<file path="config.mk">
export PLATFORM = sky130hd
export DESIGN_NAME = alu_issue_stage_flat
export DESIGN_NICKNAME = d
export VERILOG_FILES = /design/src/rtl/alu_issue_stage_if.sv /design/src/rtl/alu_issue_stage.sv /design/src/flat_wrapper.sv
export SDC_FILE = /design/constraint.sdc
export NUM_CORES = 1
export LEC_CHECK = 0
export CAP_MARGIN = 5
export CORE_MARGIN = 5
export CORE_UTILIZATION = 39
export DETAILED_ROUTE_END_ITERATION = 12
export PLACE_DENSITY_LB_ADDON = 0.25
export SKIP_LAST_GASP = 1
export SLEW_MARGIN = 0
export SYNTH_ARGS = -nofsm -noshare
export SYNTH_HDL_FRONTEND = slang
export SYNTH_SLANG_ARGS = --single-unit
</file>
<file path="constraint.sdc">
create_clock -name clk -period 1.4 [get_ports clk]
set_input_delay 0.28 -clock clk [delete_from_list [all_inputs] [get_ports clk]]
set_output_delay 0.28 -clock clk [all_outputs]
set_load 0.02 [all_outputs]
</file>
<file path="src/rtl/alu_issue_stage_if.sv">
// Handshake and data bundle between the fetch/regfile side, the ALU issue stage and the EX stage.
// The slave modport is the issue stage; the master modport is whoever drives it.
interface alu_issue_stage_if #(
    parameter int unsigned DATA_W = 32,
    parameter int unsigned IDX_W  = 5
);
    logic              flush;
    logic              in_valid;
    logic              in_ready;
    logic [31:0]       instr;
    logic [DATA_W-1:0] rs_val;
    logic [DATA_W-1:0] rt_val;
    logic              out_valid;
    logic              out_ready;
    logic [DATA_W-1:0] a_out;
    logic [DATA_W-1:0] b_out;
    logic [1:0]        mode1;
    logic [1:0]        mode2;
    logic              mode3;
    logic [IDX_W-1:0]  dest_reg;
    logic              reg_write;
    logic              mem_read;
    logic              mem_write;
    logic [DATA_W-1:0] store_data;
    logic              illegal;

    modport slave (
        input  flush, in_valid, instr, rs_val, rt_val, out_ready,
        output in_ready, out_valid, a_out, b_out, mode1, mode2, mode3, dest_reg,
               reg_write, mem_read, mem_write, store_data, illegal
    );

    modport master (
        output flush, in_valid, instr, rs_val, rt_val, out_ready,
        input  in_ready, out_valid, a_out, b_out, mode1, mode2, mode3, dest_reg,
               reg_write, mem_read, mem_write, store_data, illegal
    );
endinterface

</file>
<file path="src/rtl/alu_issue_stage.sv">
// ID/EX stage ahead of the ALU: decodes a MIPS instruction into ALU operands and mode controls
// and holds the result in a single valid/ready pipeline register with flush.
module alu_issue_stage #(
    parameter int unsigned DATA_W = 32,
    parameter int unsigned IDX_W  = 5
) (
    input logic              clk,
    input logic              rst_n,
    alu_issue_stage_if.slave bus
);
    localparam logic [1:0] ModeAdd   = 2'b00;
    localparam logic [1:0] ModeShift = 2'b01;
    localparam logic [1:0] ModeLogic = 2'b10;

    logic [5:0]       opcode;
    logic [5:0]       funct;
    logic [4:0]       shamt;
    logic [15:0]      imm;
    logic [IDX_W-1:0] rt_idx;
    logic [IDX_W-1:0] rd_idx;

    assign opcode = bus.instr[31:26];
    assign rt_idx = bus.instr[20:16];
    assign rd_idx = bus.instr[15:11];
    assign shamt  = bus.instr[10:6];
    assign funct  = bus.instr[5:0];
    assign imm    = bus.instr[15:0];

    logic [DATA_W-1:0] a_d, b_d, sd_d;
    logic [1:0]        mode1_d, mode2_d;
    logic              mode3_d, rw_d, mr_d, mw_d, illegal_d;
    logic [IDX_W-1:0]  dest_d;

    logic [DATA_W-1:0] a_q, b_q, sd_q;
    logic [1:0]        mode1_q, mode2_q;
    logic              mode3_q, rw_q, mr_q, mw_q, illegal_q, out_valid_q;
    logic [IDX_W-1:0]  dest_q;

    always_comb begin
        a_d       = '0;
        b_d       = '0;
        sd_d      = '0;
        mode1_d   = ModeAdd;
        mode2_d   = 2'b00;
        mode3_d   = 1'b0;
        rw_d      = 1'b0;
        mr_d      = 1'b0;
        mw_d      = 1'b0;
        illegal_d = 1'b0;
        dest_d    = '0;
        case (opcode)
            6'h00: begin
                dest_d = rd_idx;
                rw_d   = 1'b1;
                a_d    = bus.rs_val;
                b_d    = bus.rt_val;
                case (funct)
                    6'h20, 6'h21: ;
                    6'h22, 6'h23: mode3_d = 1'b1;
                    6'h24, 6'h25, 6'h26, 6'h27: begin
                        mode1_d = ModeLogic;
                        mode2_d = funct[1:0];
                    end
                    6'h00, 6'h02, 6'h03, 6'h04, 6'h06, 6'h07: begin
                        mode1_d = ModeShift;
                        a_d     = bus.rt_val;
                        // funct[2] selects the variable-amount form
                        b_d     = {{(DATA_W-5){1'b0}}, funct[2] ? bus.rs_val[4:0] : shamt};
                        case (funct[1:0])
                            2'b10:   mode2_d = 2'b01;
                            2'b11:   mode2_d = 2'b10;
                            default: mode2_d = 2'b00;
                        endcase
                    end
                    default: illegal_d = 1'b1;
                endcase
            end
            6'h08, 6'h09, 6'h23, 6'h2B: begin
                a_d = bus.rs_val;
                b_d = {{(DATA_W-16){imm[15]}}, imm};
                if (opcode == 6'h2B) begin
                    mw_d = 1'b1;
                    sd_d = bus.rt_val;
                end else begin
                    dest_d = rt_idx;
                    rw_d   = 1'b1;
                    mr_d   = (opcode == 6'h23);
                end
            end
            6'h0C, 6'h0D, 6'h0E: begin
                a_d     = bus.rs_val;
                b_d     = {{(DATA_W-16){1'b0}}, imm};
                mode1_d = ModeLogic;
                mode2_d = opcode[1:0];
                dest_d  = rt_idx;
                rw_d    = 1'b1;
            end
            6'h0F: begin
                a_d     = {{(DATA_W-16){1'b0}}, imm};
                b_d     = DATA_W'(16);
                mode1_d = ModeShift;
                dest_d  = rt_idx;
                rw_d    = 1'b1;
            end
            default: illegal_d = 1'b1;
        endcase
        if (illegal_d) begin
            a_d     = '0;
            b_d     = '0;
            mode1_d = ModeAdd;
            mode2_d = 2'b00;
            mode3_d = 1'b0;
            dest_d  = '0;
            rw_d    = 1'b0;
        end
        if (dest_d == '0) rw_d = 1'b0;
    end

    assign bus.in_ready = !out_valid_q || bus.out_ready;

    always_ff @(posedge clk or negedge rst_n) begin
        if (!rst_n) begin
            out_valid_q <= 1'b0;
            a_q         <= '0;
            b_q         <= '0;
            sd_q        <= '0;
            mode1_q     <= 2'b00;
            mode2_q     <= 2'b00;
            mode3_q     <= 1'b0;
            rw_q        <= 1'b0;
            mr_q        <= 1'b0;
            mw_q        <= 1'b0;
            illegal_q   <= 1'b0;
            dest_q      <= '0;
        end else if (bus.flush) begin
            out_valid_q <= 1'b0;
        end else if (bus.in_valid && bus.in_ready) begin
            out_valid_q <= 1'b1;
            a_q         <= a_d;
            b_q         <= b_d;
            sd_q        <= sd_d;
            mode1_q     <= mode1_d;
            mode2_q     <= mode2_d;
            mode3_q     <= mode3_d;
            rw_q        <= rw_d;
            mr_q        <= mr_d;
            mw_q        <= mw_d;
            illegal_q   <= illegal_d;
            dest_q      <= dest_d;
        end else if (bus.out_ready) begin
            out_valid_q <= 1'b0;
        end
    end

    assign bus.out_valid  = out_valid_q;
    assign bus.a_out      = a_q;
    assign bus.b_out      = b_q;
    assign bus.mode1      = mode1_q;
    assign bus.mode2      = mode2_q;
    assign bus.mode3      = mode3_q;
    assign bus.dest_reg   = dest_q;
    assign bus.reg_write  = rw_q;
    assign bus.mem_read   = mr_q;
    assign bus.mem_write  = mw_q;
    assign bus.store_data = sd_q;
    assign bus.illegal    = illegal_q;
endmodule

</file>
<file path="src/flat_wrapper.sv">
// flat-port wrapper written by rule: the top's interface ports become plain ports
module alu_issue_stage_flat 
#(
    parameter int unsigned DATA_W = 32,
    parameter int unsigned IDX_W  = 5
)
  (clk, rst_n, bus_flush, bus_in_valid, bus_instr, bus_rs_val, bus_rt_val, bus_out_ready, bus_in_ready, bus_out_valid, bus_a_out, bus_b_out, bus_mode1, bus_mode2, bus_mode3, bus_dest_reg, bus_reg_write, bus_mem_read, bus_mem_write, bus_store_data, bus_illegal);
  alu_issue_stage_if #(.DATA_W(DATA_W), .IDX_W(IDX_W)) bus_i ();
  input logic clk;
  input logic rst_n;
  input wire logic [$bits(bus_i.flush)-1:0] bus_flush;
  input wire logic [$bits(bus_i.in_valid)-1:0] bus_in_valid;
  input wire logic [$bits(bus_i.instr)-1:0] bus_instr;
  input wire logic [$bits(bus_i.rs_val)-1:0] bus_rs_val;
  input wire logic [$bits(bus_i.rt_val)-1:0] bus_rt_val;
  input wire logic [$bits(bus_i.out_ready)-1:0] bus_out_ready;
  output wire logic [$bits(bus_i.in_ready)-1:0] bus_in_ready;
  output wire logic [$bits(bus_i.out_valid)-1:0] bus_out_valid;
  output wire logic [$bits(bus_i.a_out)-1:0] bus_a_out;
  output wire logic [$bits(bus_i.b_out)-1:0] bus_b_out;
  output wire logic [$bits(bus_i.mode1)-1:0] bus_mode1;
  output wire logic [$bits(bus_i.mode2)-1:0] bus_mode2;
  output wire logic [$bits(bus_i.mode3)-1:0] bus_mode3;
  output wire logic [$bits(bus_i.dest_reg)-1:0] bus_dest_reg;
  output wire logic [$bits(bus_i.reg_write)-1:0] bus_reg_write;
  output wire logic [$bits(bus_i.mem_read)-1:0] bus_mem_read;
  output wire logic [$bits(bus_i.mem_write)-1:0] bus_mem_write;
  output wire logic [$bits(bus_i.store_data)-1:0] bus_store_data;
  output wire logic [$bits(bus_i.illegal)-1:0] bus_illegal;
  assign bus_i.flush = bus_flush;
  assign bus_i.in_valid = bus_in_valid;
  assign bus_i.instr = bus_instr;
  assign bus_i.rs_val = bus_rs_val;
  assign bus_i.rt_val = bus_rt_val;
  assign bus_i.out_ready = bus_out_ready;
  assign bus_in_ready = bus_i.in_ready;
  assign bus_out_valid = bus_i.out_valid;
  assign bus_a_out = bus_i.a_out;
  assign bus_b_out = bus_i.b_out;
  assign bus_mode1 = bus_i.mode1;
  assign bus_mode2 = bus_i.mode2;
  assign bus_mode3 = bus_i.mode3;
  assign bus_dest_reg = bus_i.dest_reg;
  assign bus_reg_write = bus_i.reg_write;
  assign bus_mem_read = bus_i.mem_read;
  assign bus_mem_write = bus_i.mem_write;
  assign bus_store_data = bus_i.store_data;
  assign bus_illegal = bus_i.illegal;
  alu_issue_stage #(.DATA_W(DATA_W), .IDX_W(IDX_W)) u_core (.clk(clk), .rst_n(rst_n), .bus(bus_i));
endmodule
</file>
==> flow_metrics.env <==
export IMPL_wl_per_cell_microns=21.9
export IMPL_htree_levels=3
export IMPL_async_reset_ff_frac=1.00
export IMPL_gp_congestion=0.842
export IMPL_maxCapViolations=0
export IMPL_ios=213
export IMPL_grt_max_degree=62
export IMPL_syn_area_sq_um=5110
export IMPL_place_hpwl_microns=13800
export IMPL_synthToLayoutAreaGrowth_pct=76.5
export IMPL_syn_area_per_cell_sq_um=9.86
export IMPL_synthTopCellsByArea="dfrtp_1, nand2_1, o21ai_0"
export IMPL_vdd_drop_max_mv=0.496
export IMPL_synth_edff_count=0
export IMPL_worst_ep_arrival_time_ps=1970
export IMPL_drt_initial_drc_count=495
export IMPL_synth_top_flop_cell="dfrtp_1"
export IMPL_die_h_microns=124
export IMPL_violations="setup timing"
export IMPL_required_ps=1640
export IMPL_num_vias=5635
export IMPL_rr_worst_depth=8
export IMPL_worstSetupPathType="input pin to flop"
export IMPL_syn_nets=619
export IMPL_stdcell_area_sq_um=9020
export IMPL_final_cell_mix="dfrtp_1, dlygate4sd2_1, nand2_1, clkdlybuf4s50_1, buf_4"
export IMPL_yosys_warnings=0
export IMPL_p_leak_nw=4.24
export IMPL_viasPerCell=5.74
export IMPL_rsz0062_at_grt="yes"
export IMPL_reg2reg_to="u_core.bus.a_out[9]"
export IMPL_p_per_area_nw_per_um2=766
export IMPL_drcViolationCount=0
export IMPL_synth_top_area_share=0.544
export IMPL_fin_nets=906
export IMPL_drt_total_wl_microns=21500
export IMPL_holdWs_ps=448
export IMPL_endpoint="u_core.bus.a_out[20]"
export IMPL_relSlewSlack=0.640
export IMPL_final_hold_viol_count=0
export IMPL_min_period_over_period=1.24
export IMPL_place_area_sq_um=7930
export IMPL_yosysSeqAreaShare=0.544
export IMPL_synthCells=518
export IMPL_dieWidth_microns=124
export IMPL_slew_violations=0
export IMPL_end_kind="flop"
export IMPL_cts_buffer_depth=2
export IMPL_start_util=0.402
export IMPL_r2r_start="u_core.bus.out_valid"
export IMPL_cts_tree="built"
export IMPL_crit_fanout=8
export IMPL_critPathLaunch="bus_instr[5]"
export IMPL_finClkSkew_ps=5.83
export IMPL_synth_distinct_cells=46
export IMPL_hp_class="input pin to flop"
export IMPL_worstMarginPinSlew_ps=537
export IMPL_ys_ff_latch=111
export IMPL_clkLatencyLatePin_ps=350
export IMPL_setup_viol=111
export IMPL_cts_root_buf="clkbuf_16"
export IMPL_cts_sinks=111
export IMPL_coreArea_sq_um=12700
export IMPL_fin_crit_ps=1730
export IMPL_utilization=0.709
export IMPL_final_cells=981
export IMPL_layout_commonest_cell="dfrtp_1"
export IMPL_n_antenna_cell=0
export IMPL_grt_total_usage=0.261
export IMPL_numCtsBuffers=9
export IMPL_dieArea_sq_um=15500
export IMPL_grt_antenna_before_repair=0
export IMPL_final_layout_size_suffix_gt1_frac=0.262
export IMPL_gr_total_overflow=0
export IMPL_clk_pin_slew_ps=70
export IMPL_port_buffers=207
export IMPL_grt_pass1_vias=5886
export IMPL_outcome="finished, violations left"
export IMPL_max_freq_mhz=577
export IMPL_fillerInstances=958
export IMPL_grt_pass1_wl_microns=32400
export IMPL_r2r_slack_ps=-300
export IMPL_fp_row_count=41
export IMPL_firstDrtPassIters=5
export IMPL_worst_slack_ps=-332
export IMPL_synth_area_leader_cell="dfrtp_1"
export IMPL_dpl_cell_count=935
export IMPL_worst_setup_path_start_kind="input pin"
export IMPL_ant_nets=0
[worst min-delay path by stage]
stage	slack, ps	to	cells past startpoint	from
after global routing	470	u_core.bus.mode2[0]	4	bus_instr[27]
final	450	u_core.bus.mode1[1]	5	bus_instr[26]
after global placement	300	u_core.bus.b_out[21]	2	rst_n
after CTS	440	u_core.bus.mode1[1]	5	bus_instr[26]
after detailed placement	300	u_core.bus.b_out[19]	2	rst_n
after floorplan	-20	u_core.bus.a_out[0]	0	rst_n
[where the power goes]
part           internal, W  switching [W]  total, W  leakage [nW]
clock network      0.00138        0.00117   0.00255         0.135
registers          0.00324      0.0000190   0.00326          1.54
logic             0.000556       0.000549   0.00110          2.56
[logic make-up after synthesis]
group                  count (synthesis)  synth area share
and+or+nand+nor                      151             0.132
AOI/OAI and AO/OA                    205             0.274
muxes                                  4           0.00784
buffers and inverters                 47            0.0431
DFF                                  111             0.544
[synth_stat cells (2+ instances only)]
library cell,number
nand2b_1,4
a21oi_1,17
a21boi_0,16
nor2b_1,3
o21ai_1,14
nand4b_1,2
mux2i_1,4
or3_1,3
nand3b_1,2
o211ai_1,2
dfrtp_1,111
a32oi_1,17
a22oi_1,37
buf_1,5
o21ai_0,57
o31ai_1,2
buf_2,13
nor3b_1,2
nand2_1,111
nor3_1,2
or2_2,2
a31oi_1,2
nor2_1,10
and3_1,2
a22o_1,32
or4_1,2
buf_6,3
clkbuf_1,22
inv_1,2
[worst max-delay path, stage by stage]
cell	delay, ps
clkdlybuf4s15_1	250
nor3_2	200
buf_4	150
a211oi_4	60
or3_4	490
clkbuf_16	200
a22oi_1	250
o21ai_2	70
[metrics by stage]
stage               TNS, ps  power (W)  setup slack, ps
floorplan            -44510    0.00363             -635
global placement     -86600    0.00425             -914
detailed placement   -91630    0.00427             -977
CTS                  -24730    0.00688             -288
global route         -33040    0.00709             -405
finish               -26620    0.00691             -332
[layer usage]
layer,up-vias,global-route usage,part of all wire
li1,2467,-,-
met3,64,0.0806,0.097
met4,0,0.113,0.037
met5,-,0,0
met1,2736,0.319,0.38
met2,368,0.425,0.48
[area by class of cell]
| cell class | count | area [sq um] | share of cell area |
|---|---|---|---|
| Clock buffer | 11 | 233 | 0.0258 |
| Clock inverter | 4 | 47.5 | 0.00527 |
| Inverter | 2 | 7.51 | 0.000832 |
| Multi-Input combinational cell | 360 | 2440 | 0.270 |
| Sequential cell | 111 | 2780 | 0.308 |
| Tap cell | 172 | 215 | 0.0239 |
| Timing Repair Buffer | 321 | 3300 | 0.366 |
[what timing repair did]
action / in CTS / in global routing
resized for setup: 235 / 50
setup buffers: 13 / 5
pin swaps: 28 / 17
endpoints found under the setup margin: 222 / 120
endpoints found under the hold margin: 111 / 0
gates cloned: 10 / 7
hold buffers: 1 / 0
Note: power is estimated with default switching activity, not from simulation.
